File: config.mk
export PLATFORM = sky130hd
export DESIGN_NAME = vec_reg_unloader_flat
export DESIGN_NICKNAME = d
export VERILOG_FILES = /design/src/rtl/vec_reg_unloader_if.sv /design/src/rtl/vec_reg_unloader.sv /design/src/flat_wrapper.sv
export SDC_FILE = /design/constraint.sdc
export NUM_CORES = 1
export LEC_CHECK = 0
export ABC_AREA = 0
export CAP_MARGIN = 15
export CORE_AREA = 4 4 221 223
export CTS_BUF_LIST = sky130_fd_sc_hd__clkbuf_8
export CTS_CLUSTER_SIZE = 24
export DETAILED_ROUTE_END_ITERATION = 8
export DIE_AREA = 0 0 225 227
export GPL_ROUTABILITY_DRIVEN = 0
export GPL_TIMING_DRIVEN = 1
export HOLD_SLACK_MARGIN = 0.12
export PLACE_DENSITY = 0.75
export SYNTH_ARGS = -nofsm -noshare
export SYNTH_HDL_FRONTEND = slang
export SYNTH_SLANG_ARGS = --single-unit
File: constraint.sdc
create_clock -name clk -period 29.2 [get_ports clk]
set_input_delay 5.84 -clock clk [delete_from_list [all_inputs] [get_ports clk]]
set_output_delay 5.84 -clock clk [all_outputs]
set_load 0.03 [all_outputs]
File: src/rtl/vec_reg_unloader_if.sv
`default_nettype none
// ============================================================================
// Module      : vec_reg_unloader_if
// Description : Command, register-file read and lane-stream signals of the
//               vector register unloader.
// Revision    : 1.0
// ============================================================================
interface vec_reg_unloader_if #(
    parameter int LEN        = 16,
    parameter int DATA_WIDTH = 32,
    parameter int ADDR_WIDTH = 5
);
    localparam int LW = $clog2(LEN);

    logic                  cmd_valid;
    logic                  cmd_ready;
    logic [ADDR_WIDTH-1:0] cmd_addr;
    logic [ADDR_WIDTH-1:0] cmd_nregs_m1;
    logic [LW-1:0]         cmd_nlanes_m1;
    logic [ADDR_WIDTH-1:0] rf_addr;
    logic [DATA_WIDTH-1:0] rf_data [LEN];
    logic                  out_valid;
    logic                  out_ready;
    logic [DATA_WIDTH-1:0] out_data;
    logic                  out_last;
    logic                  busy;

    // Environment side: issues commands, serves register reads, sinks lanes.
    modport master (
        output cmd_valid, cmd_addr, cmd_nregs_m1, cmd_nlanes_m1, rf_data, out_ready,
        input  cmd_ready, rf_addr, out_valid, out_data, out_last, busy
    );

    // Unloader side.
    modport slave (
        input  cmd_valid, cmd_addr, cmd_nregs_m1, cmd_nlanes_m1, rf_data, out_ready,
        output cmd_ready, rf_addr, out_valid, out_data, out_last, busy
    );
endinterface
`default_nettype wire

File: src/rtl/vec_reg_unloader.sv
`default_nettype none
// ============================================================================
// Module      : vec_reg_unloader
// Description : Streams selected lanes of consecutive vector registers, one
//               lane word per handshake, from a per-register snapshot.
// Revision    : 1.0
// ============================================================================
module vec_reg_unloader #(
    parameter int LEN        = 16,
    parameter int DATA_WIDTH = 32,
    parameter int ADDR_WIDTH = 5
) (
    input  wire logic         clk,
    input  wire logic         rst_n,
    vec_reg_unloader_if.slave bus
);
    localparam int LW = $clog2(LEN);

    typedef enum logic [1:0] {
        IDLE   = 2'd0,
        FETCH  = 2'd1,
        STREAM = 2'd2
    } state_t;

    state_t                state_q, state_d;
    logic [ADDR_WIDTH-1:0] rf_addr_q, rf_addr_d;
    logic [ADDR_WIDTH-1:0] reg_cnt_q, reg_cnt_d;
    logic [LW-1:0]         nlanes_q, nlanes_d;
    logic [LW-1:0]         lane_q, lane_d;
    logic [DATA_WIDTH-1:0] snap_q [LEN];

    logic w_cmd_ready;
    logic w_accept;
    logic w_stream;
    logic w_hs;
    logic w_lane_end;
    logic w_last;

    // Outputs are qualified by rst_n so nothing is offered during a reset cycle.
    assign w_cmd_ready = rst_n && (state_q == IDLE);
    assign w_accept    = bus.cmd_valid && w_cmd_ready;
    assign w_stream    = rst_n && (state_q == STREAM);
    assign w_hs        = w_stream && bus.out_ready;
    assign w_lane_end  = (lane_q == nlanes_q);
    assign w_last      = w_stream && w_lane_end && (reg_cnt_q == '0);

    assign bus.cmd_ready = w_cmd_ready;
    assign bus.rf_addr   = rf_addr_q;
    assign bus.out_valid = w_stream;
    assign bus.out_data  = w_stream ? snap_q[lane_q] : '0;
    assign bus.out_last  = w_last;
    assign bus.busy      = rst_n && (state_q != IDLE);

    always_ff @(posedge clk) begin
        if (!rst_n) begin
            state_q   <= IDLE;
            rf_addr_q <= '0;
            reg_cnt_q <= '0;
            nlanes_q  <= '0;
            lane_q    <= '0;
        end else begin
            state_q   <= state_d;
            rf_addr_q <= rf_addr_d;
            reg_cnt_q <= reg_cnt_d;
            nlanes_q  <= nlanes_d;
            lane_q    <= lane_d;
        end
    end

    // Snapshot taken in FETCH includes any write the register file forwards that cycle.
    always_ff @(posedge clk) begin
        if (rst_n && (state_q == FETCH)) begin
            snap_q <= bus.rf_data;
        end
    end

    always_comb begin
        state_d   = state_q;
        rf_addr_d = rf_addr_q;
        reg_cnt_d = reg_cnt_q;
        nlanes_d  = nlanes_q;
        lane_d    = lane_q;
        unique case (state_q)
            IDLE: begin
                if (w_accept) begin
                    rf_addr_d = bus.cmd_addr;
                    reg_cnt_d = bus.cmd_nregs_m1;
                    nlanes_d  = bus.cmd_nlanes_m1;
                    state_d   = FETCH;
                end
            end
            FETCH: begin
                lane_d  = '0;
                state_d = STREAM;
            end
            STREAM: begin
                if (w_hs) begin
                    if (!w_lane_end) begin
                        lane_d = lane_q + 1'b1;
                    end else if (reg_cnt_q != '0) begin
                        rf_addr_d = rf_addr_q + 1'b1;
                        reg_cnt_d = reg_cnt_q - 1'b1;
                        state_d   = FETCH;
                    end else begin
                        state_d = IDLE;
                    end
                end
            end
            default: state_d = IDLE;
        endcase
    end
endmodule
`default_nettype wire

File: src/flat_wrapper.sv
// flat-port wrapper written by rule: the top's interface ports become plain ports
module vec_reg_unloader_flat 
#(
    parameter int LEN        = 16,
    parameter int DATA_WIDTH = 32,
    parameter int ADDR_WIDTH = 5
)
  (clk, rst_n, bus_cmd_valid, bus_cmd_addr, bus_cmd_nregs_m1, bus_cmd_nlanes_m1, bus_rf_data, bus_out_ready, bus_cmd_ready, bus_rf_addr, bus_out_valid, bus_out_data, bus_out_last, bus_busy);
  vec_reg_unloader_if #(.LEN(LEN), .DATA_WIDTH(DATA_WIDTH), .ADDR_WIDTH(ADDR_WIDTH)) bus_i ();
  input  wire logic clk;
  input  wire logic rst_n;
  input wire logic [$bits(bus_i.cmd_valid)-1:0] bus_cmd_valid;
  input wire logic [$bits(bus_i.cmd_addr)-1:0] bus_cmd_addr;
  input wire logic [$bits(bus_i.cmd_nregs_m1)-1:0] bus_cmd_nregs_m1;
  input wire logic [$bits(bus_i.cmd_nlanes_m1)-1:0] bus_cmd_nlanes_m1;
  input wire logic [$bits(bus_i.rf_data)-1:0] bus_rf_data;
  input wire logic [$bits(bus_i.out_ready)-1:0] bus_out_ready;
  output wire logic [$bits(bus_i.cmd_ready)-1:0] bus_cmd_ready;
  output wire logic [$bits(bus_i.rf_addr)-1:0] bus_rf_addr;
  output wire logic [$bits(bus_i.out_valid)-1:0] bus_out_valid;
  output wire logic [$bits(bus_i.out_data)-1:0] bus_out_data;
  output wire logic [$bits(bus_i.out_last)-1:0] bus_out_last;
  output wire logic [$bits(bus_i.busy)-1:0] bus_busy;
  assign bus_i.cmd_valid = bus_cmd_valid;
  assign bus_i.cmd_addr = bus_cmd_addr;
  assign bus_i.cmd_nregs_m1 = bus_cmd_nregs_m1;
  assign bus_i.cmd_nlanes_m1 = bus_cmd_nlanes_m1;
  assign bus_i.rf_data = {>>{bus_rf_data}};
  assign bus_i.out_ready = bus_out_ready;
  assign bus_cmd_ready = bus_i.cmd_ready;
  assign bus_rf_addr = bus_i.rf_addr;
  assign bus_out_valid = bus_i.out_valid;
  assign bus_out_data = bus_i.out_data;
  assign bus_out_last = bus_i.out_last;
  assign bus_busy = bus_i.busy;
  vec_reg_unloader #(.LEN(LEN), .DATA_WIDTH(DATA_WIDTH), .ADDR_WIDTH(ADDR_WIDTH)) u_core (.clk(clk), .rst_n(rst_n), .bus(bus_i));
endmodule
# Word-level counts from Yosys, hierarchy flattened
# Cells that the tools add are included.
[word_totals]
register_bits = 532
input_bits = 530
output_inout_bits = 41
word_cells = 74
[op_classes]
eq_ne = 8
muxes = 22
n_reduce_logical = 18
bitwise = 1
add_sub_neg = 3
n_lt_le_gt_ge = 1
[op_table]
columns = ["cell", "n"]
rows = [
  ["$bmux W32 S4", 1],
  ["$mux W32", 3],
  ["$mux W5", 8],
  ["$pmux W5 S2", 2],
  ["$logic_and A1 B1 Y1", 8],
  ["$mux W4", 2],
  ["$pmux W4 S2", 1],
  ["$mux W2", 3],
  ["$ne A2 B1 Y1 const B", 3],
  ["$pmux W2 S3", 1],
  ["$reduce_and A3 Y1", 2],
  ["$reduce_bool A2 Y1", 3],
  ["$add A5 B1 Y5 const B", 1],
  ["$ge A5 B5 Y1 const B", 1],
  ["$logic_not A5 Y1", 1],
  ["$not A4 Y5", 1],
  ["$reduce_and A5 Y1", 1],
  ["$reduce_bool A5 Y1", 1],
  ["$sub A5 B1 Y5 const B", 1],
  ["$add A4 B1 Y4 const B", 1],
  ["$eq A4 B4 Y1", 1],
  ["$ne A2 B2 Y1 const B", 2],
  ["$eq A2 B1 Y1 const B", 1],
  ["$eq A2 B2 Y1 const B", 1],
  ["other kinds (3)", 3],
]

# Depth between registers and ports, before layout
[logic_depth]
ltp_word = 5
ltp_mapped = 9
mapped_depth_nobuf = 6

# Least setup slack after synthesis
# OpenSTA, ideal clock, no wires.
[synth_path]
path_type = "input port to flip-flop"
start = "input port rst_n"
end = "register u_core.snap_q[0] (netlist name), enable pin"
path_buffers = 1
slack_ns = 10.682
t_arrival_ns = 17.577
path_stages = 2
setup_ns = 0.941
t_required_ns = 28.259
path_cell_list = "clkbuf_1 > and2_1"
[synth_between]
elab_chain_cells = 1
[synth_lines]
columns = ["item", "line", "source"]
rows = [
  ["start, declared", "flat_wrapper.sv:11", "input wire logic rst_n;"],
  ["$logic_and A1 B1 Y1", "vec_reg_unloader.sv:72", "if (rst_n && (state_q == FETCH)) begin"],
  ["end signal, assigned", "vec_reg_unloader.sv:73", "snap_q <= bus.rf_data;"],
  ["end, declared", "vec_reg_unloader.sv:30", "logic [DATA_WIDTH-1:0] snap_q [LEN];"],
]
# No other way between the ends.
# A chain may end at the register's enable or synchronous reset.

# Final worst setup path
[layout_path]
start = "input port rst_n"
end = "output port bus_out_data[21]"
[layout_between]
elab_chain_cells = 2
[layout_lines]
columns = ["item", "line", "source"]
rows = [
  ["$logic_and A1 B1 Y1", "vec_reg_unloader.sv:42", "assign w_stream = rst_n && (state_q == STREAM);"],
  ["$mux W32", "vec_reg_unloader.sv:50", "assign bus.out_data = w_stream ? snap_q[lane_q] : '0;"],
  ["end, declared", "flat_wrapper.sv:21", "output wire logic [$bits(bus_i.out_data)-1:0] bus_out_data;"],
]
# No other way between the ends.

==> impl_metrics.py <==
metrics = {
    "status": {
        "status": "completed",
    },
    "global_routing": {
        "grt_max_degree": 202,
        "antenna_found_initial": 15,
        "grt_pass1_vias": 13493,
        "gr-total-overflow": 0,
        "grt_usage": 0.230,
        "grt_pass1_wl_mm": 85.3,
    },
    "worst_setup_path": {
        "r2r_cells": 5,
        "critical_path_class": "in -> out",
        "path_max_fanout": 33,
        "end_kind": "output pin",
        "cp_cell_sequence": "clkdlybuf4s50_1 > buf_4 > nand3b_1 > buf_4 > a21oi_1 > o21ai_0 > o22ai_1 > clkdlybuf4s50_1",
        "slowest_delay_ns": 0.75,
        "critPathSlowestCell": "clkdlybuf4s50_1",
        "critPathLaunchType": "input port",
        "cp_data_arrival_time_ns": 8.32,
        "required_ns": 23.36,
    },
    "final_layout": {
        "area_growth_pct": 37.1,
        "finalNetCount": 2193,
        "drive_above_1_share": 0.131,
        "fin_cells": 2340,
    },
    "clock_tree": {
        "postCtsHoldBufs": 0,
        "cts_tree": "built",
        "htreeDepth": 3,
        "clk_pin_slew_worst_paths_ns": 0.06,
        "clk-insertion-delay-late_ns": 0.67,
        "numCtsBuffers": 86,
        "cts.repair.resized": 0,
        "clock_sinks": 532,
        "cts-root-buf": "clkbuf_8",
        "post_cts_buffers": 0,
        "cts_buffer_depth": 3,
    },
    "logic_synthesis": {
        "netlist_instances": 1046,
        "synth-warning-count": 0,
        "syn-num-nets": 1584,
        "synth-main-ff-cell": "edfxtp_1",
        "yosysSeqAreaShare": 0.752,
        "yosysTopAreaCell": "edfxtp_1",
        "synth_area_sq_mm": 0.0210,
        "synth_async_sr_flop_share": 0,
        "yosysUniqueCellTypes": 48,
        "ys_seq_elements": 532,
        "synth_edf_count": 512,
        "yosys.area.top_type_share": 0.733,
        "syn_area_per_cell_sq_um": 20.1,
        "yosys-top-cells-count": "512 x edfxtp_1, 109 x mux2i_1, 100 x mux4_2",
        "yosys-top-cells-area": "edfxtp_1 73%, mux4_2 11%, mux2i_1 5.2%",
        "yosysMostFrequentCell": "edfxtp_1",
    },
    "placed_design": {
        "place_inst": 2174,
        "io_buffers": 570,
        "dpl.hpwl_mm": 44.1,
    },
    "floorplan": {
        "core-area_sq_mm": 0.0466,
        "dieArea_sq_mm": 0.0511,
        "die-width_um": 225,
        "pin_count": 571,
        "rows": 79,
        "die_h_um": 227,
        "start_util": 0.451,
    },
    "timing": {
        "setup_viol_count_final": 0,
        "rsz0062_at_grt": "no",
        "fin_tns_setup_ns": 0,
        "fin_skew_ns": 0.0184,
        "slew_headroom": 0.172,
        "finalCritPeriodShare": 0.485,
        "drv_slew": 0,
        "period_minus_slack_ns": 14.16,
        "max_slew.worst_pin.slew_ns": 1.24,
        "fmax_ghz": 0.0706,
        "final_hold_viol_count": 0,
    },
    "drt": {
        "drc_errors": 0,
        "ant_nets": 0,
        "via_per_inst": 5.43,
        "drt-pass1-iter-count": 7,
        "totalWireLength_mm": 60.6,
        "drt_iter0_drc": 1115,
        "num_vias": 12695,
        "routedWlPerCell_um": 25.9,
    },
    "power_and_ir_drop": {
        "pwr-share-seq": 0.537,
        "p_sw_frac": 0.259,
        "power.share.clock": 0.297,
        "p_int_uw": 1460,
        "power_density_mw_per_mm2": 68.3,
        "ir_drop_v": 0.0000581,
        "combPwrFrac": 0.166,
        "power.leakage_uw": 0.00968,
        "power_switching_uw": 510,
    },
    "job": {
        "max_cap_viol_count": 0,
    },
    "hold_path": {
        "hold_path.class": "reg -> reg",
        "whs_path_depth": 2,
    },
}
[stage by stage]
step / setup slack [ns] / power [uW] / util / instance area, sq um / hold slack, ns
floorplan: 10.68 / 1330 / - / 21000 / 0.452
global placement: 15.13 / 1380 / 0.584 / 27200 / 0.469
detailed placement: 15.06 / 1400 / 0.584 / 27200 / 0.481
CTS: 15.05 / 1980 / 0.617 / 28700 / 0.492
global route: 14.88 / 2050 / 0.617 / 28700 / 0.523
finish: 15.04 / 1960 / 0.618 / 28800 / 0.493
[worst max-delay path: cells and delay by family]
family / cells / cell delay (ns)
compound gates: 3 / 0.50
simple gates: 1 / 0.11
buf+inv: 4 / 1.84
[power groups by stage]
stage | registers (uW) | logic (uW) | clock network (uW)
4_1_cts | 1050 | 328 | 599
5_1_grt | 1060 | 351 | 632
6_report | 1050 | 326 | 584
3_5_place_dp | 1070 | 327 | 0
3_3_place_gp | 1060 | 318 | 0
2_1_floorplan | 1150 | 176 | 0
[path summary, 6_finish.rpt]
check / from / endpoint / slack (ns)
worst min register to register: u_core.nlanes_q[2]$_SDFFE_PN0P_ / u_core.nlanes_q[2]$_SDFFE_PN0P_ / 0.49
worst min-delay path: u_core.nlanes_q[2]$_SDFFE_PN0P_ / u_core.nlanes_q[2]$_SDFFE_PN0P_ / 0.49
worst max-delay path: rst_n / bus_out_data[21] / 15.04
worst max register to register: u_core.state_q[1]$_SDFFE_PN0P_ / u_core.snap_q[243]$_DFFE_PP_ / 25.74
[layout by cell type, fill, tap and decap left out, types with 4 or more instances in the layout]
cell type          n
o21ai_1           18
a21oi_1           33
o211ai_1           5
o311ai_0           7
clkbuf_8          87
buf_4             10
nor2_1            10
clkinv_2           5
mux2i_1          109
diode_2           13
inv_1             39
clkinv_1          21
nand3_1           11
nand3b_1           4
o22ai_1           32
nand2_1           28
mux4_2           100
a21boi_0           6
edfxtp_1         512
dfxtp_1           17
o21ai_0           30
a41oi_1            4
ha_1               8
clkdlybuf4s50_1  570
nor2b_1            4
[cells by family (layout without fill, tap and decap cells)]
kind of cell	after synthesis	count (layout)	synth area share
fa+ha+maj	8	8	0.00477
xor+xnor	4	4	0.00239
mux	210	210	0.160
flops	532	532	0.752
other cells	0	13	0
buf+inv	70	744	0.0209
compound gates	148	148	0.0428
simple gates	74	74	0.0175
[cell type report]
type	count	area, sq um
Fill cell	3338	17800
Sequential cell	532	15800
Timing Repair Buffer	583	5840
Multi-Input combinational cell	444	4780
Clock buffer	87	1200
Tap cell	607	759
Clock inverter	66	338
Antenna cell	13	32.5
Inverter	8	31.3
[sequential cells by signal, summed over array words and instances, names as in the netlist]
| signal | count |
|---|---|
| u_core.state_q | 2 |
| u_core.reg_cnt_q | 5 |
| u_core.snap_q | 512 |
| u_core.bus.rf_addr | 5 |
| u_core.nlanes_q | 4 |
| u_core.lane_q | 4 |
[routing by layer]
metal  GRT usage  up-vias  part of all wire
met5           0        -            0.0010
met4      0.0798        8             0.028
met3      0.0832      122             0.098
met2       0.405      684              0.53
met1       0.262     6313              0.35
li1            -     5568                 -
Note: power is estimated with default switching activity, not from simulation.
